[config.mk]
export PLATFORM = sky130hd
export DESIGN_NAME = toggle_event_rx
export DESIGN_NICKNAME = d
export VERILOG_FILES = /design/src/rtl/toggle_rx_pkg.sv /design/src/rtl/sync_ff_chain.sv /design/src/rtl/toggle_event_rx.sv
export SDC_FILE = /design/constraint.sdc
export NUM_CORES = 1
export LEC_CHECK = 0
export BUFFER_PORTS_ARGS = -buffer_cell sky130_fd_sc_hd__clkbuf_2
export CELL_PAD_IN_SITES_DETAIL_PLACEMENT = 0
export CELL_PAD_IN_SITES_GLOBAL_PLACEMENT = 1
export CORE_MARGIN = 4
export CORE_UTILIZATION = 40
export CTS_CLUSTER_DIAMETER = 120
export DETAILED_ROUTE_END_ITERATION = 7
export PLACE_DENSITY = 0.71
export SYNTH_ARGS = -nofsm -noshare
export SYNTH_HDL_FRONTEND = slang
export SYNTH_SLANG_ARGS = --single-unit
[constraint.sdc]
create_clock -name clk -period 1.3 [get_ports clk]
set_input_delay 0.195 -clock clk [delete_from_list [all_inputs] [get_ports clk]]
set_output_delay 0.195 -clock clk [all_outputs]
set_load 0.01 [all_outputs]
[src/rtl/toggle_rx_pkg.sv]
// Shared types and defaults for the toggle-encoded event receiver.
// Holds the FSM state encoding and the arm-counter sizing helper.
package toggle_rx_pkg;

  typedef enum logic [1:0] {
    ARMING = 2'd0,
    IDLE   = 2'd1,
    PEND   = 2'd2
  } rx_state_e;

  localparam int DEF_SYNC_STAGES = 2;
  localparam int DEF_CNT_W       = 8;

  // The arm counter has to be able to hold the value SYNC_STAGES.
  function automatic int arm_cnt_w(input int sync_stages);
    return $clog2(sync_stages + 1);
  endfunction

endpackage

[src/rtl/sync_ff_chain.sv]
// Multi-flop level synchronizer for a single asynchronous bit.
// Every stage clears to 0 on reset.
module sync_ff_chain #(
  parameter int STAGES = 2
) (
  input  logic clk,
  input  logic rst,
  input  logic d,
  output logic q
);

  logic [STAGES-1:0] sync_q;
  logic [STAGES-1:0] sync_d;

  always_comb begin
    sync_d = {sync_q[STAGES-2:0], d};
  end

  always_ff @(posedge clk or negedge rst) begin
    if (!rst) begin
      sync_q <= '0;
    end else begin
      sync_q <= sync_d;
    end
  end

  assign q = sync_q[STAGES-1];

endmodule

[src/rtl/toggle_event_rx.sv]
// Receive side of a toggle-encoded event link: one event per level change of tog_in,
// presented as a pulse, a valid/ready event, a wrapping count and a sticky overrun flag.
module toggle_event_rx
  import toggle_rx_pkg::*;
#(
  parameter int SYNC_STAGES = DEF_SYNC_STAGES,
  parameter int CNT_W       = DEF_CNT_W
) (
  input  logic             clk,
  input  logic             rst,
  input  logic             tog_in,
  output logic             evt_pulse,
  output logic             evt_valid,
  input  logic             evt_ready,
  output logic [CNT_W-1:0] evt_count,
  output logic             overrun,
  input  logic             overrun_clr
);

  localparam int ARM_W = arm_cnt_w(SYNC_STAGES);

  logic             tog_sync;
  logic             evt_edge;

  rx_state_e        state_q,     state_d;
  logic [ARM_W-1:0] arm_cnt_q,   arm_cnt_d;
  logic             tog_prev_q,  tog_prev_d;
  logic             pulse_q,     pulse_d;
  logic             valid_q,     valid_d;
  logic [CNT_W-1:0] count_q,     count_d;
  logic             overrun_q,   overrun_d;

  sync_ff_chain #(
    .STAGES(SYNC_STAGES)
  ) u_sync (
    .clk (clk),
    .rst (rst),
    .d   (tog_in),
    .q   (tog_sync)
  );

  // The chain only fills with the real level after release, so arming waits until
  // tog_prev has caught up with it; otherwise tog_in=1 at release looks like an event.
  assign evt_edge = (state_q != ARMING) && (tog_sync ^ tog_prev_q);

  always_comb begin
    state_d    = state_q;
    arm_cnt_d  = arm_cnt_q;
    tog_prev_d = tog_sync;
    pulse_d    = evt_edge;
    valid_d    = valid_q;
    count_d    = count_q;
    overrun_d  = overrun_q;

    if (evt_edge) begin
      count_d = count_q + CNT_W'(1);
    end

    case (state_q)
      ARMING: begin
        if (arm_cnt_q == ARM_W'(SYNC_STAGES)) begin
          state_d = IDLE;
        end else begin
          arm_cnt_d = arm_cnt_q + ARM_W'(1);
        end
      end
      IDLE: begin
        if (evt_edge) begin
          state_d = PEND;
          valid_d = 1'b1;
        end
      end
      PEND: begin
        // A new edge while pending either replaces an accepted event or merges into it.
        if (evt_ready && !evt_edge) begin
          state_d = IDLE;
          valid_d = 1'b0;
        end
      end
      default: begin
        state_d = ARMING;
        valid_d = 1'b0;
      end
    endcase

    if (overrun_clr) begin
      overrun_d = 1'b0;
    end
    if ((state_q == PEND) && evt_edge && !evt_ready) begin
      overrun_d = 1'b1;
    end
  end

  always_ff @(posedge clk or negedge rst) begin
    if (!rst) begin
      state_q    <= ARMING;
      arm_cnt_q  <= '0;
      tog_prev_q <= 1'b0;
      pulse_q    <= 1'b0;
      valid_q    <= 1'b0;
      count_q    <= '0;
      overrun_q  <= 1'b0;
    end else begin
      state_q    <= state_d;
      arm_cnt_q  <= arm_cnt_d;
      tog_prev_q <= tog_prev_d;
      pulse_q    <= pulse_d;
      valid_q    <= valid_d;
      count_q    <= count_d;
      overrun_q  <= overrun_d;
    end
  end

  assign evt_pulse = pulse_q;
  assign evt_valid = valid_q;
  assign evt_count = count_q;
  assign overrun   = overrun_q;

endmodule
==> summary by stage <==
Detailed routing
The count of TritonRoute iterations in the first routing pass is 4. After detailed routing, the number of remaining DRC violations is 0. After detailed routing, the average wire length per cell comes to between 10 and 15 um.

The detailed-route vias per instance is approximately 4.7. The number of nets with antenna violations after detailed routing is 0. The routed design has 1305 um of wire. For this block, the via count after detailed routing is between 500 and 600. The detailed router finished its first iteration with 9 violations.

Yosys
In this run the mean area of a mapped cell was 12.64 sq um. In this run, distinct cell masters in the synthesized netlist total 23. The post-synthesis instance area is 745.7 sq um. The number of synthesized register bits is 18. The post-synthesis net count is 66. For this run, the number of Yosys warnings is 0. Sequential cells were found to cover between 60% and 70% of the synthesized design area.

The synthesized netlist cell count is a little under 60.

Critical path
The critical path data required time is approximately 1500 ps. The critical path in this run is classified as flop to flop. Measured in cells, the most critical reg-to-reg path has a length of 4.

In this run the worst setup path begins at u_sync.sync_q[1]. The setup slack on the worst flop-to-flop path is about 67 ps. The critical path ends at evt_count[7]. The cell type group with the largest total delay on the critical path is flip-flops. In this run the number of cells on the critical path is 4. In this design, the stage delay of the slowest critical-path cell is about 400 ps. The kind of capture point of the worst setup path is a flop. The peak fanout along the critical path is 6. The worst setup path is launched from a flop.

The worst register-to-register path ends at evt_count[7]. At the worst endpoint, the arrival time is 1460 ps. The launch point of the worst reg-to-reg path is u_sync.sync_q[1]. Traced cell by cell, the critical path runs through xnor2_1, buf_4, nor4_4, xor2_1. Together, buffers and inverters on the worst path number 1. The standard cell with the maximum stage delay on the critical path is sky130_fd_sc_hd__dfrtp_1.

Clock network
The level count of the clock H-tree is 1. The number of clock sinks seen by CTS is 18. Counting the buffers created by CTS gives 3.

The clock passes through at most 2 buffers. The number of setup buffers added after CTS is 0. TritonCTS built the clock tree. The tree is rooted in a sky130_fd_sc_hd__clkbuf_4. The source-to-sink clock delay at the later pin of the worst-skew pair is around 300 ps.

Clock-pin slew was measured on the worst setup and hold paths at 100 ps.

GRT
The initial antenna violation count is 0. The via count of the first global-routing pass is 546. Entering global routing, the biggest net connects 19 pins.

The sum of overflow across all layers after global routing is 0. The first-pass GRT wire length is roughly 2300 um. Global routing used about an eighth of the available tracks across all layers.

STA
The final hold violation count is 0. The tightest slew margin relative to the limit is a little over two thirds. The number of pins exceeding their max-slew limit in the final report is 0.

At the pin with the least slew margin, the transition time is approximately 450 ps. The final worst slack is between 60 and 70 ps. The minimum clock period is 1233 ps.

Setup violations remaining at the end of the flow were counted as 0. Timing would allow up to 811.3 MHz. After layout, the worst path uses between 90% and 100% of the clock period.

The largest clock skew in the final design is about 14 ps.

Place
The total instance count after detailed placement is just over 100. At the end of routability-driven placement, the weighted congestion stood at 0.6740. After legalization and detailed placement, the total HPWL measured slightly above 900 um.

The count of buffers added on input and output ports is 15. OpenSTA, run right after detailed placement, puts the worst setup slack at slightly above 50 ps.

Finish
In the final layout, the share of cells above drive strength 1 is a little over a third. Fill cells in the final layout number 156. The layout net count is 91.

The library cell used most frequently in the layout, excluding fill and tap cells, is sky130_fd_sc_hd__dfrtp_1. The number of antenna cells inserted is 0. The post-layout instance count excluding filler cells is between 100 and 150. In the layout the commonest cells are sky130_fd_sc_hd__dfrtp_1, sky130_fd_sc_hd__clkbuf_2, sky130_fd_sc_hd__xor2_1. The sequential standard cell area is approximately 450 sq um. Compared with the post-synthesis result, the final layout area differs by 27.52%. The total area of multi-input combinational cells is a little under 300 sq um.

Floorplan
The placement row count is 15. The number of placed I/O pins is 16. From left edge to right edge, the die measures 51.18 um. The area of the die is roughly 2600 sq um. The die span in y is between 50 and 60 um.

For this configuration, the core starts out at a cell density of 42.72%. The total area inside the core boundary comes to between 1500 and 2000 sq um.

Power
The maximum ir drop on the vdd rail is around 0.0012 V. The leakage power is roughly 0.47 nW. Dividing total power by cell area gives a power density of between 1500 and 2000 nW/um^2.

Status
The run finished with clean final reports.

Min path
The class of the most critical hold timing path is input pin to flop.

Job
Across the run, the number of max-cap violations was 0.
==> worst register-to-register path, delay by kind of cell (launching register included) <==
kind	cells	cell delay [ps]
DFF	1	400
buffers and inverters	1	180
xor gates and xnor gates	2	320
and+or+nand+nor	1	280
==> worst min path at each step <==
| stage | startpoint | endpoint | slack, ps | cells after the start |
|---|---|---|---|---|
| floorplan | rst | arm_cnt_q[0] | -100 | 0 |
| global placement | rst | evt_valid | 160 | 1 |
| detailed placement | rst | evt_valid | 160 | 1 |
| CTS | tog_in | u_sync.sync_q[0] | 2 | 1 |
| global route | overrun_clr | overrun | 70 | 2 |
| finish | overrun_clr | overrun | 70 | 2 |
==> Yosys cell counts <==
cell                       number  area [sq um]
sky130_fd_sc_hd__a21o_1         1         7.510
sky130_fd_sc_hd__o32ai_1        1         8.760
sky130_fd_sc_hd__o21ai_0        1         5.000
sky130_fd_sc_hd__nor3_1         4         20.02
sky130_fd_sc_hd__xor2_1         7         61.31
sky130_fd_sc_hd__nor4_2         1         12.51
sky130_fd_sc_hd__nand3_1        3         15.01
sky130_fd_sc_hd__nand2b_1       1         6.260
sky130_fd_sc_hd__ha_1           2         25.02
sky130_fd_sc_hd__or2b_1         1         7.510
sky130_fd_sc_hd__a22oi_1        1         7.510
sky130_fd_sc_hd__nand2_1        3         11.26
sky130_fd_sc_hd__mux2i_1        2         20.02
sky130_fd_sc_hd__xnor2_1        2         17.52
sky130_fd_sc_hd__or3_1          1         6.260
sky130_fd_sc_hd__o22ai_1        1         6.260
sky130_fd_sc_hd__inv_1          3         11.26
sky130_fd_sc_hd__nor2_1         2         7.510
sky130_fd_sc_hd__dfrtp_1       18         450.4
sky130_fd_sc_hd__nor3b_1        1         7.510
sky130_fd_sc_hd__buf_4          1         7.510
sky130_fd_sc_hd__mux2_2         1         11.26
sky130_fd_sc_hd__o211ai_2       1         12.51
==> state kept, by name (all words and copies together) (netlist names) <==
signal	flops
evt_count	8
arm_cnt_q	2
state_q	2
u_sync.sync_q	2
evt_pulse	1
evt_valid	1
overrun	1
tog_prev_q	1
==> where the power goes <==
part | switching [W] | internal (W)
clock network | 0.000165 | 0.000171
registers | 0.000186 | 0.000716
logic | 0.000290 | 0.000290
==> repair_timing <==
item | CTS | global route
resized for setup | 0 | 4
hold endpoints to repair | 18 | 1
setup endpoints to repair | 0 | 5
hold buffers | 1 | 1
==> through the flow <==
| stage | utilization (%) | hold WS (ps) | power [W] | cell area, sq um | setup TNS (ps) |
|---|---|---|---|---|---|
| after floorplan | - | -100.6 | 0.001209 | 745.7 | 0 |
| after global placement | 50.11 | 159.1 | 0.001459 | 874.6 | 0 |
| after detailed placement | 50.11 | 158.4 | 0.001476 | 874.6 | 0 |
| after CTS | 52.76 | 2.236 | 0.001816 | 920.9 | 0 |
| after global routing | 54.48 | 73.40 | 0.001950 | 950.9 | -5.397 |
| final | 54.48 | 73.09 | 0.001817 | 950.9 | 0 |
==> cells by family (layout without fill, tap and decap cells) <==
logic type / count (synthesis) / count (layout) / share of synthesized area [%]
AOI/OAI and AO/OA: 6 / 6 / 6.376
buffers and inverters: 4 / 28 / 2.517
muxes: 3 / 3 / 4.195
and+or+nand+nor: 17 / 17 / 12.59
DFF: 18 / 18 / 60.40
adders and majority gates: 2 / 2 / 3.355
xor gates and xnor gates: 9 / 9 / 10.57
==> routing by layer <==
| metal | vias to the layer above | global-route usage [%] | wire length (um) |
|---|---|---|---|
| met5 | - | 0 | 0 |
| li1 | 250 | - | - |
| met3 | 2 | 5.539 | 83 |
| met2 | 16 | 18.45 | 566 |
| met4 | 0 | 2.691 | 9 |
| met1 | 237 | 14.23 | 646 |
==> area by class of cell <==
cell class	count	share of cell area, %
timing repair buffer	21	13.16
clock buffer	4	3.816
multi-input combinational	37	31.05
inverter	3	1.184
sequential	18	47.50
tap	25	3.289
Power figures use the tool's default switching activity.
